File: config.mk
export PLATFORM = sky130hd
export DESIGN_NAME = proc_run_controller_flat
export DESIGN_NICKNAME = d
export VERILOG_FILES = /design/src/rtl/proc_run_controller_pkg.sv /design/src/rtl/proc_run_controller_if.sv /design/src/rtl/proc_run_controller_trace_buf.sv /design/src/rtl/proc_run_controller.sv /design/src/flat_wrapper.sv
export SDC_FILE = /design/constraint.sdc
export NUM_CORES = 1
export LEC_CHECK = 0
export ABC_AREA = 1
export CORE_ASPECT_RATIO = 1.5
export CORE_UTILIZATION = 30
export DETAILED_ROUTE_END_ITERATION = 12
export GPL_ROUTABILITY_DRIVEN = 0
export HOLD_SLACK_MARGIN = 0.05
export PLACE_DENSITY = 0.43
export SLEW_MARGIN = 30
export SYNTH_ARGS = -nofsm -noshare
export SYNTH_HDL_FRONTEND = slang
export SYNTH_HIERARCHICAL = 1
export SYNTH_SLANG_ARGS = --single-unit
File: constraint.sdc
create_clock -name clk -period 4.5 [get_ports clk]
set_input_delay 0.9 -clock clk [delete_from_list [all_inputs] [get_ports clk]]
set_output_delay 0.9 -clock clk [all_outputs]
set_load 0.005 [all_outputs]
File: src/rtl/proc_run_controller_pkg.sv
`default_nettype none
// ============================================================================
// Module      : proc_run_pkg
// Description : Shared state encodings and signature helper for the
//               processor run controller.
// Revision    : 1.0 - initial release
// ============================================================================
package proc_run_pkg;

   // Run-controller state encodings
   localparam logic [1:0] IDLE     = 2'd0;
   localparam logic [1:0] RST_HOLD = 2'd1;
   localparam logic [1:0] RUN      = 2'd2;
   localparam logic [1:0] DONE     = 2'd3;

   // Widest signature the rotate helper handles
   localparam int SIG_MAX_W = 64;

   // Rotate the low w bits of v left by one; bits above w come back as zero
   function automatic logic [SIG_MAX_W-1:0] sig_rotl1(input logic [SIG_MAX_W-1:0] v,
                                                      input int w);
      logic [SIG_MAX_W-1:0] mask;
      mask = (w >= SIG_MAX_W) ? {SIG_MAX_W{1'b1}} : ((64'd1 << w) - 64'd1);
      return ((v << 1) | (v >> (w - 1))) & mask;
   endfunction

endpackage
`default_nettype wire

File: src/rtl/proc_run_controller_if.sv
`default_nettype none
// ============================================================================
// Module      : proc_run_controller_if
// Description : Control, writeback and trace-read signals between the run
//               controller and its surroundings (core + host/bench).
// Revision    : 1.0 - initial release
// ============================================================================
interface proc_run_controller_if #(
   parameter int XLEN = 32,
   parameter int AW   = 4
) ();
   logic            start;
   logic            stop_on_zero;
   logic            wb_valid;
   logic [XLEN-1:0] wb_data;
   logic            zero_flag;
   logic [AW-1:0]   rd_addr;
   logic            core_reset;
   logic            running;
   logic            done;
   logic            timeout;
   logic [31:0]     cycle_count;
   logic [AW:0]     trace_count;
   logic            trace_overflow;
   logic [XLEN-1:0] signature;
   logic [XLEN-1:0] rd_data;

   // Host / core side
   modport master (
      output start, stop_on_zero, wb_valid, wb_data, zero_flag, rd_addr,
      input  core_reset, running, done, timeout, cycle_count, trace_count,
             trace_overflow, signature, rd_data
   );

   // Controller side
   modport slave (
      input  start, stop_on_zero, wb_valid, wb_data, zero_flag, rd_addr,
      output core_reset, running, done, timeout, cycle_count, trace_count,
             trace_overflow, signature, rd_data
   );
endinterface
`default_nettype wire

File: src/rtl/proc_run_controller_trace_buf.sv
`default_nettype none
// ============================================================================
// Module      : trace_buf
// Description : TRACE_DEPTH x XLEN writeback trace storage, one synchronous
//               write port and one asynchronous read port.
// Revision    : 1.0 - initial release
// ============================================================================
module trace_buf #(
   parameter  int XLEN        = 32,
   parameter  int TRACE_DEPTH = 16,
   localparam int AW          = $clog2(TRACE_DEPTH)
) (
   input  wire logic            clk,
   input  wire logic            we,
   input  wire logic [AW-1:0]   waddr,
   input  wire logic [XLEN-1:0] wdata,
   input  wire logic [AW-1:0]   raddr,
   output logic      [XLEN-1:0] rdata
);
   logic [XLEN-1:0] mem [TRACE_DEPTH];

   // Store one captured writeback per enabled edge; contents need no reset
   // because the controller masks reads beyond the valid entry count.
   always_ff @(posedge clk) begin
      if (we) mem[waddr] <= wdata;
   end

   assign rdata = mem[raddr];
endmodule
`default_nettype wire

File: src/rtl/proc_run_controller.sv
`default_nettype none
// ============================================================================
// Module      : proc_run_controller
// Description : Sequences core reset, bounds execution by a cycle budget and
//               optional halt-on-zero, and captures the writeback stream into
//               a trace buffer plus a rolling rotate-xor signature.
// Revision    : 1.0 - initial release
// ============================================================================
module proc_run_controller
   import proc_run_pkg::*;
#(
   parameter int XLEN        = 32,
   parameter int RST_CYCLES  = 1,
   parameter int MAX_CYCLES  = 12,
   parameter int TRACE_DEPTH = 16,
   parameter int AW          = $clog2(TRACE_DEPTH)
) (
   input wire logic             clk,
   input wire logic             reset,
   proc_run_controller_if.slave bus
);
   localparam int          HOLD_W    = (RST_CYCLES > 1) ? $clog2(RST_CYCLES) : 1;
   localparam logic [31:0] MAX_C     = 32'(MAX_CYCLES);
   localparam logic [AW:0] DEPTH_CNT = (AW+1)'(TRACE_DEPTH);

   logic [1:0]        state;
   logic [HOLD_W-1:0] hold_left;
   logic              core_rst;
   logic              run_q;
   logic              done_q;
   logic              tmo;
   logic              ovf;
   logic              stop_lat;
   logic [31:0]       cyc;
   logic [AW:0]       tcnt;
   logic [XLEN-1:0]   sig;

   logic [31:0]       cyc_next;
   logic [XLEN-1:0]   sig_next;
   logic              full;
   logic              trace_we;
   logic [XLEN-1:0]   buf_rdata;

   assign cyc_next = cyc + 32'd1;
   assign sig_next = XLEN'(sig_rotl1(SIG_MAX_W'(sig), XLEN)) ^ bus.wb_data;
   assign full     = (tcnt == DEPTH_CNT);
   // Reset takes priority over a capture on the same edge
   assign trace_we = !reset && (state == RUN) && bus.wb_valid && !full;

   // FSM, run counters, signature and result flags
   always_ff @(posedge clk) begin
      if (reset) begin
         state     <= IDLE;
         hold_left <= '0;
         core_rst  <= 1'b1;
         run_q     <= 1'b0;
         done_q    <= 1'b0;
         tmo       <= 1'b0;
         ovf       <= 1'b0;
         stop_lat  <= 1'b0;
         cyc       <= '0;
         tcnt      <= '0;
         sig       <= '0;
      end else begin
         case (state)
            IDLE, DONE: begin
               if (bus.start) begin
                  state     <= RST_HOLD;
                  hold_left <= HOLD_W'(RST_CYCLES - 1);
                  core_rst  <= 1'b1;
                  run_q     <= 1'b0;
                  done_q    <= 1'b0;
                  tmo       <= 1'b0;
                  ovf       <= 1'b0;
                  stop_lat  <= bus.stop_on_zero;
                  cyc       <= '0;
                  tcnt      <= '0;
                  sig       <= '0;
               end
            end
            RST_HOLD: begin
               if (hold_left == '0) begin
                  state    <= RUN;
                  core_rst <= 1'b0;
                  run_q    <= 1'b1;
               end else begin
                  hold_left <= hold_left - 1'b1;
               end
            end
            RUN: begin
               cyc <= cyc_next;
               if (bus.wb_valid) begin
                  sig <= sig_next;
                  if (!full) tcnt <= tcnt + 1'b1;
                  else       ovf  <= 1'b1;
               end
               // Halt has priority over budget exhaustion on the same edge
               if (stop_lat && bus.zero_flag) begin
                  state    <= DONE;
                  core_rst <= 1'b1;
                  run_q    <= 1'b0;
                  done_q   <= 1'b1;
                  tmo      <= 1'b0;
               end else if (cyc_next == MAX_C) begin
                  state    <= DONE;
                  core_rst <= 1'b1;
                  run_q    <= 1'b0;
                  done_q   <= 1'b1;
                  tmo      <= 1'b1;
               end
            end
            default: state <= IDLE;
         endcase
      end
   end

   trace_buf #(
      .XLEN        (XLEN),
      .TRACE_DEPTH (TRACE_DEPTH)
   ) u_trace_buf (
      .clk   (clk),
      .we    (trace_we),
      .waddr (tcnt[AW-1:0]),
      .wdata (bus.wb_data),
      .raddr (bus.rd_addr),
      .rdata (buf_rdata)
   );

   assign bus.core_reset     = core_rst;
   assign bus.running        = run_q;
   assign bus.done           = done_q;
   assign bus.timeout        = tmo;
   assign bus.cycle_count    = cyc;
   assign bus.trace_count    = tcnt;
   assign bus.trace_overflow = ovf;
   assign bus.signature      = sig;
   assign bus.rd_data        = ({1'b0, bus.rd_addr} < tcnt) ? buf_rdata : '0;
endmodule
`default_nettype wire
File: src/flat_wrapper.sv
// flat-port wrapper written by rule: the top's interface ports become plain ports
module proc_run_controller_flat import proc_run_pkg::*;
#(
   parameter int XLEN        = 32,
   parameter int RST_CYCLES  = 1,
   parameter int MAX_CYCLES  = 12,
   parameter int TRACE_DEPTH = 16,
   parameter int AW          = $clog2(TRACE_DEPTH)
)
  (clk, reset, bus_start, bus_stop_on_zero, bus_wb_valid, bus_wb_data, bus_zero_flag, bus_rd_addr, bus_core_reset, bus_running, bus_done, bus_timeout, bus_cycle_count, bus_trace_count, bus_trace_overflow, bus_signature, bus_rd_data);
  proc_run_controller_if #(.XLEN(XLEN), .AW(AW)) bus_i ();
  input wire logic clk;
  input wire logic reset;
  input wire logic [$bits(bus_i.start)-1:0] bus_start;
  input wire logic [$bits(bus_i.stop_on_zero)-1:0] bus_stop_on_zero;
  input wire logic [$bits(bus_i.wb_valid)-1:0] bus_wb_valid;
  input wire logic [$bits(bus_i.wb_data)-1:0] bus_wb_data;
  input wire logic [$bits(bus_i.zero_flag)-1:0] bus_zero_flag;
  input wire logic [$bits(bus_i.rd_addr)-1:0] bus_rd_addr;
  output wire logic [$bits(bus_i.core_reset)-1:0] bus_core_reset;
  output wire logic [$bits(bus_i.running)-1:0] bus_running;
  output wire logic [$bits(bus_i.done)-1:0] bus_done;
  output wire logic [$bits(bus_i.timeout)-1:0] bus_timeout;
  output wire logic [$bits(bus_i.cycle_count)-1:0] bus_cycle_count;
  output wire logic [$bits(bus_i.trace_count)-1:0] bus_trace_count;
  output wire logic [$bits(bus_i.trace_overflow)-1:0] bus_trace_overflow;
  output wire logic [$bits(bus_i.signature)-1:0] bus_signature;
  output wire logic [$bits(bus_i.rd_data)-1:0] bus_rd_data;
  assign bus_i.start = bus_start;
  assign bus_i.stop_on_zero = bus_stop_on_zero;
  assign bus_i.wb_valid = bus_wb_valid;
  assign bus_i.wb_data = bus_wb_data;
  assign bus_i.zero_flag = bus_zero_flag;
  assign bus_i.rd_addr = bus_rd_addr;
  assign bus_core_reset = bus_i.core_reset;
  assign bus_running = bus_i.running;
  assign bus_done = bus_i.done;
  assign bus_timeout = bus_i.timeout;
  assign bus_cycle_count = bus_i.cycle_count;
  assign bus_trace_count = bus_i.trace_count;
  assign bus_trace_overflow = bus_i.trace_overflow;
  assign bus_signature = bus_i.signature;
  assign bus_rd_data = bus_i.rd_data;
  proc_run_controller #(.XLEN(XLEN), .RST_CYCLES(RST_CYCLES), .MAX_CYCLES(MAX_CYCLES), .TRACE_DEPTH(TRACE_DEPTH), .AW(AW)) u_core (.clk(clk), .reset(reset), .bus(bus_i));
endmodule
==> impl_metrics.yaml <==
sta:
  worst_slew_pin_slew_ps: 793
  setup_violations: 0
  setup_tns_ps: 0
  max_slew_margin_pct: 47.2
  fin_crit_sh_pct: 87.9
  finalWorstSetupSlack_ps: 544
  maxSlewViolCount: 0
  fin_skew_ps: 19.4
  max_freq_ghz: 0.253
  rsz0062_at_grt: "false"
  finalHoldViolations: 0
  period_needed_ps: 3960
  hold_ws_ps: 474
clocking:
  cts_buffers: 59
  clk_pin_slew_ps: 70
  post_cts_resized: 0
  cts_tree: "yes"
  clock-sinks: 589
  clk_latency_ps: 640
  ctsHtreeMaxLevel: 2
  postCtsSetupBuffers: 0
  cts_root_buf: "clkbuf_16"
  cts_hold_buffers: 0
  cts_buffer_depth: 3
run_status:
  status: "finished, final reports clean"
worst_setup_path:
  slowest_stage: "clkdlybuf4s50_1"
  critPathKind: "reg -> out"
  path_cells: "inv_1 -> ha_1 -> o21a_1 -> o21ai_0 -> nand2_1 -> a21oi_1 -> nor2_4 -> buf_12 -> nor2_1 -> clkdlybuf4s50_1"
  worst-endpoint-arrival_ps: 3060
  worstPathRequired_ps: 3600
  slowest_delay_ps: 530
  startpoint_type: "flop"
  critPathMaxFanout: 32
  worstSetupEndpointType: "primary output"
place:
  placed_cells: 4004
  place.detailed.hpwl_mm: 43.5
  post-place-ws_ps: 617
  numPortBuffers: 147
  dpl_cell_area_mm2: 0.0297
global_routing:
  grt_usage_pct: 17.6
  grt_pass1_wl_mm: 119
  antenna_found_initial: 2
  grt_start_max_net_pins: 129
  grt_pass1_vias: 18400
  globalRouteOverflowTotal: 0
power:
  ir_drop_v: 0.000276
  finalPower_mw: 13.1
  power_leakage_nw: 13.1
  power.density_mw_per_mm2: 413
route:
  drc_errors: 0
  wl_mm: 79.5
  drt_first_iter_violations: 1155
  wl_per_cell_um: 19.3
  vias_per_cell: 4.61
  num_vias: 19000
  antenna_left: 0
  firstDrtPassIters: 5
floorplanning:
  ios: 148
  die_y_um: 368
  num_rows: 133
  die_x_um: 246
  core_area_mm2: 0.0880
  initial_core_util_pct: 30.4
  dieArea_mm2: 0.0905
logic_synthesis:
  synth.area.top_cells: "edfxtp_1 (57%), nand2_1 (12%), nand3_1 (7.5%), inv_1 (6.6%), dfxtp_1 (5.8%)"
  synth_edf_count: 512
  yosysSeqAreaShare_pct: 63.1
  syn_area_per_cell_um2: 9.59
  ys_ff_latch: 589
  synth_area_mm2: 0.0268
  ys_types: 36
  post-synth-top-count-cell: "nand2_1"
  synth_common_cells: "nand2_1 (874), edfxtp_1 (512), inv_1 (469)"
  syn_inst: 2793
  yosysTopAreaCellShare_pct: 57.4
  async_reset_ff_share_pct: 0
  yosysTopAreaCell: "edfxtp_1"
  synth_warnings: 6
  synth_ff_type: "edfxtp_1"
  syn_nets: 2845
run:
  maxCapViolCount: 0
cells_and_area:
  utilization_pct: 35.9
  fillers: 8806
  antenna_cells: 0
  fin_area_mm2: 0.0316
  drive_above_1_share_pct: 6.23
  nets: 2970
  fin_cells: 4115
  area_delta_synth_final_pct: 18.1
min_path:
  hold_class: "reg -> reg"
critical path, delay by kind of cell (launching register included):
| kind | cells | cell delay, ps |
|---|---|---|
| buf+inv | 3 | 840 |
| simple gates | 3 | 300 |
| compound gates | 3 | 470 |
| flops | 1 | 500 |
| fa+ha+maj | 1 | 280 |
layout make-up:
class | count | area, µm² | area share (%)
clock buffers | 76 | 1590 | 5.03
multi-input cells | 1601 | 7440 | 23.5
inverters | 471 | 1780 | 5.61
well taps | 1147 | 1440 | 4.54
clock inverters | 35 | 294 | 0.930
repair buffers | 196 | 2180 | 6.89
flip-flops and latches | 589 | 16900 | 53.5
state kept, by name, indices dropped and copies added, names as in the netlist, 2 cells and up:
name                    count
u_core/bus.cycle_count     32
u_core/u_trace_buf/mem    512
u_core/bus.signature       32
u_core/bus.trace_count      5
u_core/state                2
routing by layer:
layer,share of wire (%),wire (µm),track usage [%]
met3,5.2,4120,3.29
met5,0.024,19,0
met1,42,33600,22.0
met4,2.3,1850,4.71
met2,50,39900,30.8
cell usage in the layout (no fill, tap or decap), types with 22 or more instances in the layout:
| master | instances |
|---|---|
| xnor2_1 | 33 |
| inv_1 | 466 |
| dfxtp_1 | 77 |
| edfxtp_1 | 512 |
| nand3_1 | 404 |
| nand2_1 | 874 |
| buf_12 | 28 |
| nor2_4 | 25 |
| o21ai_0 | 41 |
| nor2_1 | 97 |
| clkdlybuf4s50_1 | 143 |
| o211a_1 | 32 |
| clkbuf_16 | 60 |
| buf_4 | 22 |
| a21oi_1 | 38 |
final timing paths:
kind,from,end,slack (ps),cells past startpoint
setup / recovery,u_core/bus.trace_count[1],bus_rd_data[25],540,10
hold / removal,u_core/bus.done,u_core/bus.done,470,2
setup reg to reg,u_core/bus.trace_count[0],u_core/u_trace_buf/mem[4][8],1480,8
hold reg to reg,u_core/bus.done,u_core/bus.done,470,2
where the power goes:
group	internal, mW	leakage (nW)	total [mW]	switching, mW
Clock	2.73	0.920	4.91	2.18
Combinational	0.763	6.91	1.81	1.05
Sequential	6.13	5.23	6.33	0.205
Total	9.62	13.1	13.1	3.44
cells by family after synthesis:
family / Yosys count / synth area share (%)
AO/OA/AOI/OAI: 118 / 2.87
XOR/XNOR: 35 / 1.14
buffers and inverters: 603 / 9.63
AND/OR/NAND/NOR: 1438 / 22.8
adder cells (fa/ha/maj): 10 / 0.467
flip-flops: 589 / 63.1
No activity file was read; power rests on OpenSTA's default activity.
